File: config.mk
export PLATFORM = sky130hd
export DESIGN_NAME = pipemem_arbiter
export DESIGN_NICKNAME = d
export VERILOG_FILES = /design/src/rtl/pipemem_pkg.sv /design/src/rtl/pipemem_wait_timer.sv /design/src/rtl/pipemem_arbiter.sv
export SDC_FILE = /design/constraint.sdc
export NUM_CORES = 1
export LEC_CHECK = 0
export CAP_MARGIN = 30
export CORE_MARGIN = 1
export CORE_UTILIZATION = 46
export DETAILED_ROUTE_END_ITERATION = 10
export GPL_TIMING_DRIVEN = 0
export PLACE_DENSITY = 0.84
export SETUP_SLACK_MARGIN = 0.05
export SLEW_MARGIN = 20
export SYNTH_ARGS = -nofsm -noshare
export SYNTH_HDL_FRONTEND = slang
export SYNTH_HIERARCHICAL = 1
export SYNTH_SLANG_ARGS = --single-unit
File: constraint.sdc
create_clock -name clock -period 5.6 [get_ports clock]
set_input_delay 0.56 -clock clock [delete_from_list [all_inputs] [get_ports clock]]
set_output_delay 0.56 -clock clock [all_outputs]
set_load 0.01 [all_outputs]
File: src/rtl/pipemem_pkg.sv
// Shared types and defaults for the pipeline memory-port arbiter.
// Holds the FSM state encoding, the grant encoding and the timeout default.
package pipemem_pkg;

   typedef enum logic [1:0] {
      ST_IDLE = 2'd0,
      ST_ACC  = 2'd1,
      ST_DONE = 2'd2
   } state_t;

   typedef enum logic {
      GRANT_FETCH = 1'b0,
      GRANT_DATA  = 1'b1
   } grant_t;

   localparam int MAX_WAIT_DEFAULT = 15;

endpackage

File: src/rtl/pipemem_wait_timer.sv
// Wait counter for an outstanding memory access: cleared when an access starts,
// counts each cycle without an acknowledge and flags the cycle it runs out.
module pipemem_wait_timer
   import pipemem_pkg::*;
#(
   parameter int MAX_WAIT = MAX_WAIT_DEFAULT
) (
   input  logic clock,
   input  logic resetn,
   input  logic clear,
   input  logic inc,
   output logic expire
);

   localparam int CW = $clog2(MAX_WAIT + 1);

   logic [CW-1:0] count;

   always_ff @(posedge clock) begin
      if (!resetn) begin
         count <= '0;
      end else if (clear) begin
         count <= '0;
      end else if (inc) begin
         count <= count + 1'b1;
      end
   end

   // Fires in the cycle whose missing ack would bring the count to MAX_WAIT.
   assign expire = inc && (count == CW'(MAX_WAIT - 1));

endmodule

File: src/rtl/pipemem_arbiter.sv
// Arbitrates the fetch and memory stages onto one shared memory port,
// alternating grants under contention and aborting accesses that never ack.
module pipemem_arbiter
   import pipemem_pkg::*;
#(
   parameter int MAX_WAIT = MAX_WAIT_DEFAULT
) (
   input  logic        clock,
   input  logic        resetn,
   input  logic        i_req,
   input  logic [31:0] i_addr,
   output logic [31:0] i_rdata,
   output logic        i_done,
   input  logic        d_rd,
   input  logic        d_wr,
   input  logic [31:0] d_addr,
   input  logic [31:0] d_wdata,
   output logic [31:0] d_rdata,
   output logic        d_done,
   output logic        stall,
   output logic        mem_req,
   output logic        mem_we,
   output logic [31:0] mem_addr,
   output logic [31:0] mem_wdata,
   input  logic [31:0] mem_rdata,
   input  logic        mem_ack,
   output logic        err
);

   state_t      state, state_nxt;
   grant_t      last_grant, last_grant_nxt;
   logic        mem_req_nxt, mem_we_nxt;
   logic [31:0] mem_addr_nxt, mem_wdata_nxt;
   logic [31:0] i_rdata_nxt, d_rdata_nxt;
   logic        i_done_nxt, d_done_nxt, err_nxt;
   logic        d_pend, take_data;
   logic        timer_clear, timer_inc, timer_expire;

   assign d_pend    = d_rd | d_wr;
   // Data wins ties unless it had the previous grant.
   assign take_data = d_pend && (!i_req || (last_grant != GRANT_DATA));

   assign timer_clear = (state == ST_IDLE) && (d_pend || i_req);
   assign timer_inc   = (state == ST_ACC) && !mem_ack;

   assign stall = (d_pend & ~d_done) | (i_req & ~i_done);

   pipemem_wait_timer #(
      .MAX_WAIT (MAX_WAIT)
   ) u_wait_timer (
      .clock  (clock),
      .resetn (resetn),
      .clear  (timer_clear),
      .inc    (timer_inc),
      .expire (timer_expire)
   );

   always_comb begin
      state_nxt      = state;
      last_grant_nxt = last_grant;
      mem_req_nxt    = mem_req;
      mem_we_nxt     = mem_we;
      mem_addr_nxt   = mem_addr;
      mem_wdata_nxt  = mem_wdata;
      i_rdata_nxt    = i_rdata;
      d_rdata_nxt    = d_rdata;
      i_done_nxt     = 1'b0;
      d_done_nxt     = 1'b0;
      err_nxt        = err;

      case (state)
         ST_IDLE: begin
            if (take_data) begin
               last_grant_nxt = GRANT_DATA;
               mem_req_nxt    = 1'b1;
               mem_we_nxt     = d_wr;
               mem_addr_nxt   = d_addr;
               mem_wdata_nxt  = d_wdata;
               state_nxt      = ST_ACC;
            end else if (i_req) begin
               last_grant_nxt = GRANT_FETCH;
               mem_req_nxt    = 1'b1;
               mem_we_nxt     = 1'b0;
               mem_addr_nxt   = i_addr;
               mem_wdata_nxt  = '0;
               state_nxt      = ST_ACC;
            end
         end

         ST_ACC: begin
            // An ack in the expiring cycle still completes the access normally.
            if (mem_ack || timer_expire) begin
               mem_req_nxt = 1'b0;
               mem_we_nxt  = 1'b0;
               state_nxt   = ST_DONE;
               if (!mem_ack) begin
                  err_nxt = 1'b1;
               end
               if (last_grant == GRANT_DATA) begin
                  d_done_nxt  = 1'b1;
                  d_rdata_nxt = (mem_ack && !mem_we) ? mem_rdata : '0;
               end else begin
                  i_done_nxt  = 1'b1;
                  i_rdata_nxt = mem_ack ? mem_rdata : '0;
               end
            end
         end

         ST_DONE: begin
            state_nxt = ST_IDLE;
         end

         default: begin
            state_nxt = ST_IDLE;
         end
      endcase
   end

   always_ff @(posedge clock) begin
      if (!resetn) begin
         state      <= ST_IDLE;
         last_grant <= GRANT_FETCH;
         mem_req    <= 1'b0;
         mem_we     <= 1'b0;
         mem_addr   <= '0;
         mem_wdata  <= '0;
         i_rdata    <= '0;
         d_rdata    <= '0;
         i_done     <= 1'b0;
         d_done     <= 1'b0;
         err        <= 1'b0;
      end else begin
         state      <= state_nxt;
         last_grant <= last_grant_nxt;
         mem_req    <= mem_req_nxt;
         mem_we     <= mem_we_nxt;
         mem_addr   <= mem_addr_nxt;
         mem_wdata  <= mem_wdata_nxt;
         i_rdata    <= i_rdata_nxt;
         d_rdata    <= d_rdata_nxt;
         i_done     <= i_done_nxt;
         d_done     <= d_done_nxt;
         err        <= err_nxt;
      end
   end

endmodule

## Yosys cells after proc, flatten, opt, wreduce, memory -nomap -nowiden

Cells that the tools add are included.

- Word-level logic and storage cells: 68
- Input port bits: 134
- Output and inout bits: 134
- Register bits: 140

- Bitwise gates (word level): 9
- Muxes and demuxes: 20
- Eq/ne operators: 4
- Reductions and logical operators: 22
- Add/subtract/negate cells: 1

Operators by type and width:

| cell | number |
|---|---|
| $mux W32 | 6 |
| $reduce_and A3 Y1 | 5 |
| $mux W1 | 8 |
| $mux W2 | 3 |
| $logic_and A1 B1 Y1 | 5 |
| $not A1 Y1 | 5 |
| $add A4 B1 Y4 const B | 1 |
| $eq A4 B4 Y1 const B | 1 |
| $pmux W1 S2 | 2 |
| $pmux W2 S2 | 1 |
| $reduce_and A2 Y1 | 2 |
| $reduce_bool A2 Y1 | 2 |
| $logic_not A1 Y1 | 3 |
| $logic_or A1 B1 Y1 | 3 |
| $ne A3 B3 Y1 const B | 1 |
| $and A1 B1 Y1 | 2 |
| $eq A2 B1 Y1 const B | 1 |
| $logic_not A2 Y1 | 1 |
| $ne A2 B1 Y1 const B | 1 |
| $or A1 B1 Y1 | 2 |
| $reduce_or A2 Y1 | 1 |

## Depth between registers and ports, before layout

- Depth after elaboration: 6
- Mapped depth: 11
- Mapped depth without buffers: 6

## Modules after synthesis

Netlist, hierarchy kept.

By module, submodules not included:

| module | times used | area each (um^2) | cells each | sequential area each (um^2) |
|---|---|---|---|---|
| pipemem_arbiter | 1 | 6028.3 | 677 | 2722.6 |
| pipemem_wait_timer | 1 | 207.7 | 21 | 80.1 |

## Least setup slack after synthesis

No wires, ideal clock.

- Path type: input-to-reg
- Start point: input port mem_ack
- End point: register i_rdata[10]
- Stages on the path: 11
- Path buffers: 6
- Arrival: 2292 ps
- Setup time: 60 ps
- Required time: 5540 ps
- Path slack: 3249 ps
- Cells stage by stage: buf_6 > clkbuf_1 > buf_2 > nor2_1 > buf_2 > and4_1 > or2_1 > buf_2 > a31oi_4 > buf_6 > a22o_1

- Cells in the longest elaborated chain, start to end: 5
- Elaborated cells between the ends (all ways): 6
- Those cells by class: 1 x mux; 5 x reduce/logical

RTL lines:

| element | line | source |
|---|---|---|
| start, declared | pipemem_arbiter.sv:26 | `input logic mem_ack,` |
| $logic_not A1 Y1 | n/a |  |
| $logic_and A1 B1 Y1 | pipemem_arbiter.sv:44 | `assign timer_inc = (state == ST_ACC) && !mem_ack;` |
| via timer_inc | pipemem_arbiter.sv:37 | `logic timer_clear, timer_inc, timer_expire;` |
| $logic_and A1 B1 Y1 | pipemem_wait_timer.sv:30 | `assign expire = inc && (count == CW'(MAX_WAIT - 1));` |
| via timer_expire | pipemem_arbiter.sv:37 |  |
| $logic_or A1 B1 Y1 | pipemem_arbiter.sv:92 | `if (mem_ack \|\| timer_expire) begin` |
| $reduce_and A3 Y1 (no source line) | n/a |  |
| end signal, assigned | pipemem_arbiter.sv:139 | `i_rdata <= i_rdata_nxt;` |
| end, declared | pipemem_arbiter.sv:12 | `output logic [31:0] i_rdata,` |

The timed path passes the listed nets, and every way through them passes these cells.
A chain may end at the register's enable or synchronous reset.

## Worst setup path in the final report

- Start point: register state[1]
- End point: register d_rdata[4]

- Cells in the longest elaborated chain, start to end: 5

RTL lines:

| element | line | source |
|---|---|---|
| start, declared | pipemem_arbiter.sv:30 | `state_t state, state_nxt;` |
| start signal, assigned | pipemem_arbiter.sv:133 | `state <= state_nxt;` |
| $eq A2 B1 Y1 | pipemem_arbiter.sv:44 |  |
| $logic_and A1 B1 Y1 | pipemem_arbiter.sv:44 |  |
| via timer_inc | pipemem_arbiter.sv:37 |  |
| $logic_and A1 B1 Y1 | pipemem_wait_timer.sv:30 |  |
| via timer_expire | pipemem_arbiter.sv:37 |  |
| $logic_or A1 B1 Y1 | pipemem_arbiter.sv:92 |  |
| $reduce_and A3 Y1 (no source line) | n/a |  |
| end signal, assigned | pipemem_arbiter.sv:140 | `d_rdata <= d_rdata_nxt;` |
| end, declared | pipemem_arbiter.sv:18 | `output logic [31:0] d_rdata,` |

The timed path passes the listed nets, and every way through them passes these cells.

==> reports/results.ini <==
[cts]
insertion_delay_ns = 0.43
postCtsSetupBuffers = 0
cts_tree = built
path_clk_slew_ns = 0.06
cts_buffers = 17
htree_levels = 4
ctsRootBufferMaster = clkbuf_16
clock_sink_count = 140
holdBufCountCts = 0
clock_path_buffers = 2
cts_resized = 0

[setup_path]
critPathCaptureType = flip-flop
path_cells = nand2b_1, buf_2, buf_2, nor2_1, buf_2, and4_1, nor2_2, clkbuf_1, o31ai_1, a21oi_1
path_delay_family = buffers and inverters
crit_start = state[1]$_SDFFE_PN0P_
worstSetupPathType = reg2reg
cp_slowest_cell = clkbuf_1
cp_num_buf_inv = 4
cp-start-kind = flip-flop
cp.depth = 10
r2r-start = state[1]$_SDFFE_PN0P_
worstPathArrival_ns = 3.11
worstPathMaxFanout = 10
slowest_delay_ns = 0.47
cp_common_cell = buf_2
worstPathRequired_ns = 5.95
r2r.worst_path.cells = 10

[global_route]
grt.total_usage_pct = 31.2
gr-total-overflow = 0
antenna_found_initial = 0
grt_max_degree = 17
grt_pass1_vias = 6636
grt_pass1_wl_um = 34300

[timing]
finalHoldViolCount = 0
rsz0062_at_grt = false
max_slew_margin_pct = 50.0
skew_ns = 0.0111
finalCriticalPeriod_ns = 2.77
fmax_mhz = 361
drv_slew = 0
tns_ns = 0
fin_crit_sh_pct = 49.4
setup_viol = 0
worst_pin_slew_ns = 0.744

[synth]
synth_fp_nets = 834
yosys.area.top_type = dfxtp_1
synth-seq-cells = 140
yosys.cell_types.count = 44
syn_area_um2 = 6240
synth_top_area_share_pct = 44.9
syn_inst = 698
netlist_top_cells_area = dfxtp_1 (45%), a21oi_1 (9.4%), a311oi_2 (6.7%), o31ai_1 (5.9%), nand4_1 (5.0%)
yosys-top-cells-count = dfxtp_1 (140), a21oi_1 (117), nand2_1 (66), clkbuf_1 (55), nand4_1 (50)
synth_warnings = 6
ys_async_sr_fraction_pct = 0
synth_ff_type = dfxtp_1
synth-edff-count = 0
synth_most_common_cell = dfxtp_1
yosysSeqAreaShare_pct = 44.9
synth_area_per_cell_um2 = 8.93

[drt]
wl_per_cell_um = 18.6
detail-route-antenna-nets = 0
dr.pass1.iters = 5
drc = 0
drt-total-wl_um = 21800
drt_iter0_markers = 704
vias_per_cell = 5.86
num_vias = 6870

[floorplanning]
start_util_pct = 47.1
num_io_pins = 268
die_area_um2 = 14000
dieWidth_um = 118
coreArea_um2 = 13200
dieHeight_um = 118
rows = 42

[cells_and_area]
drive_gt1_share_pct = 9.54
area_delta_synth_final_pct = 56.7
stdcell_area_um2 = 9770
num_antenna_cells = 0
finalNetCount = 1119

[power_and_ir_drop]
clkPwrFrac_pct = 41.8
seqPwrFrac_pct = 36.9
p_sw_uw = 803
p_leak_uw = 0.00350
pwr-share-comb_pct = 21.3
pwr_density_cell_nw_per_um2 = 305
vdd_ir_drop_max_v = 0.000214
netSwitchingFraction_pct = 26.9
internal_power_uw = 2180

[min_path]
min_from = err$_SDFFE_PN0P_
holdPathStages = 1
hold_path.class = reg2reg

[placement]
dpl_cell_area_um2 = 9120
gp_congestion = 0.900
place.port_buffers = 266
hpwl_um = 15900

[flow_run]
max_cap_violations = 0

[outcome]
run_status = finished, final reports clean

-- registers in the layout, indices dropped and copies added (netlist names) --
register and count:
d_done 1, last_grant 1, state 2, i_rdata 32, i_done 1, mem_wdata 32
d_rdata 32, mem_req 1, mem_addr 32, u_wait_timer/count 4, mem_we 1, err 1
-- layout by cell type (no fill, tap or decap), types with 3 or more instances in the layout --
cell type,n
a21oi_1,117
a22o_1,15
a311oi_1,4
a311oi_2,28
and3b_1,32
buf_2,23
buf_4,3
buf_6,5
bufinv_16,5
clkbuf_1,57
clkbuf_16,17
clkdlybuf4s50_1,266
clkinv_2,3
dfxtp_1,140
inv_1,3
nand2_1,66
nand3_1,32
nand4_1,50
nor2_1,5
nor3_1,4
o21ai_0,34
o31ai_1,49
-- path summary, 6_finish.rpt --
kind | endpoint | slack [ns]
setup / recovery | d_rdata[4]$_SDFFE_PN0P_ | 2.83
hold / removal | err$_SDFFE_PN0P_ | 0.47
setup reg to reg | d_rdata[4]$_SDFFE_PN0P_ | 2.83
hold reg to reg | err$_SDFFE_PN0P_ | 0.47
-- power by group through the flow --
stage               clock, µW  sequential, µW  combinational, µW
finish                   1250            1100                635
floorplan                   0            1140                284
detailed placement          0            1120                625
global route             1300            1110                679
CTS                      1250            1100                630
global placement            0            1120                621
-- routing by layer --
layer | share of wire [%] | track usage, % | vias up
met3 | 9.0 | 8.74 | 52
met5 | 0 | 0 | -
met1 | 39 | 35.3 | 3259
met2 | 50 | 54.9 | 372
met4 | 2.6 | 13.1 | 0
li1 | - | - | 3187
-- through the flow --
step | hold WS (ns) | total power (µW) | setup WS (ns) | instances | util, %
final | 0.468 | 2980 | 2.83 | 1172 | 73.8
after global routing | 0.487 | 3080 | 2.55 | 1172 | 73.8
after CTS | 0.470 | 2980 | 2.89 | 1172 | 73.8
after detailed placement | 0.457 | 1740 | 2.76 | 1140 | 68.9
after global placement | 0.449 | 1740 | 2.78 | 1140 | 68.9
after floorplan | 0.469 | 1430 | 3.25 | 698 | -
-- cells by family (layout without fill, tap and decap cells) --
group / Yosys count / after routing / share of synthesized area [%]
DFF: 140 / 140 / 44.9
xor gates and xnor gates: 1 / 1 / 0.140
and+or+nand+nor: 204 / 204 / 18.4
muxes: 1 / 1 / 0.161
adders and majority gates: 2 / 2 / 0.401
AOI/OAI and AO/OA: 257 / 257 / 29.0
buffers and inverters: 93 / 391 / 6.88
-- layout make-up --
type / instances / area (µm²)
fillers: 1037 / 3470
multi-input cells: 465 / 3000
flip-flops and latches: 140 / 2800
repair buffers: 266 / 2660
clock buffers: 21 / 460
plain buffers: 88 / 408
well taps: 176 / 220
clock inverters: 11 / 190
inverters: 5 / 21.3
Power figures use the tool's default switching activity.
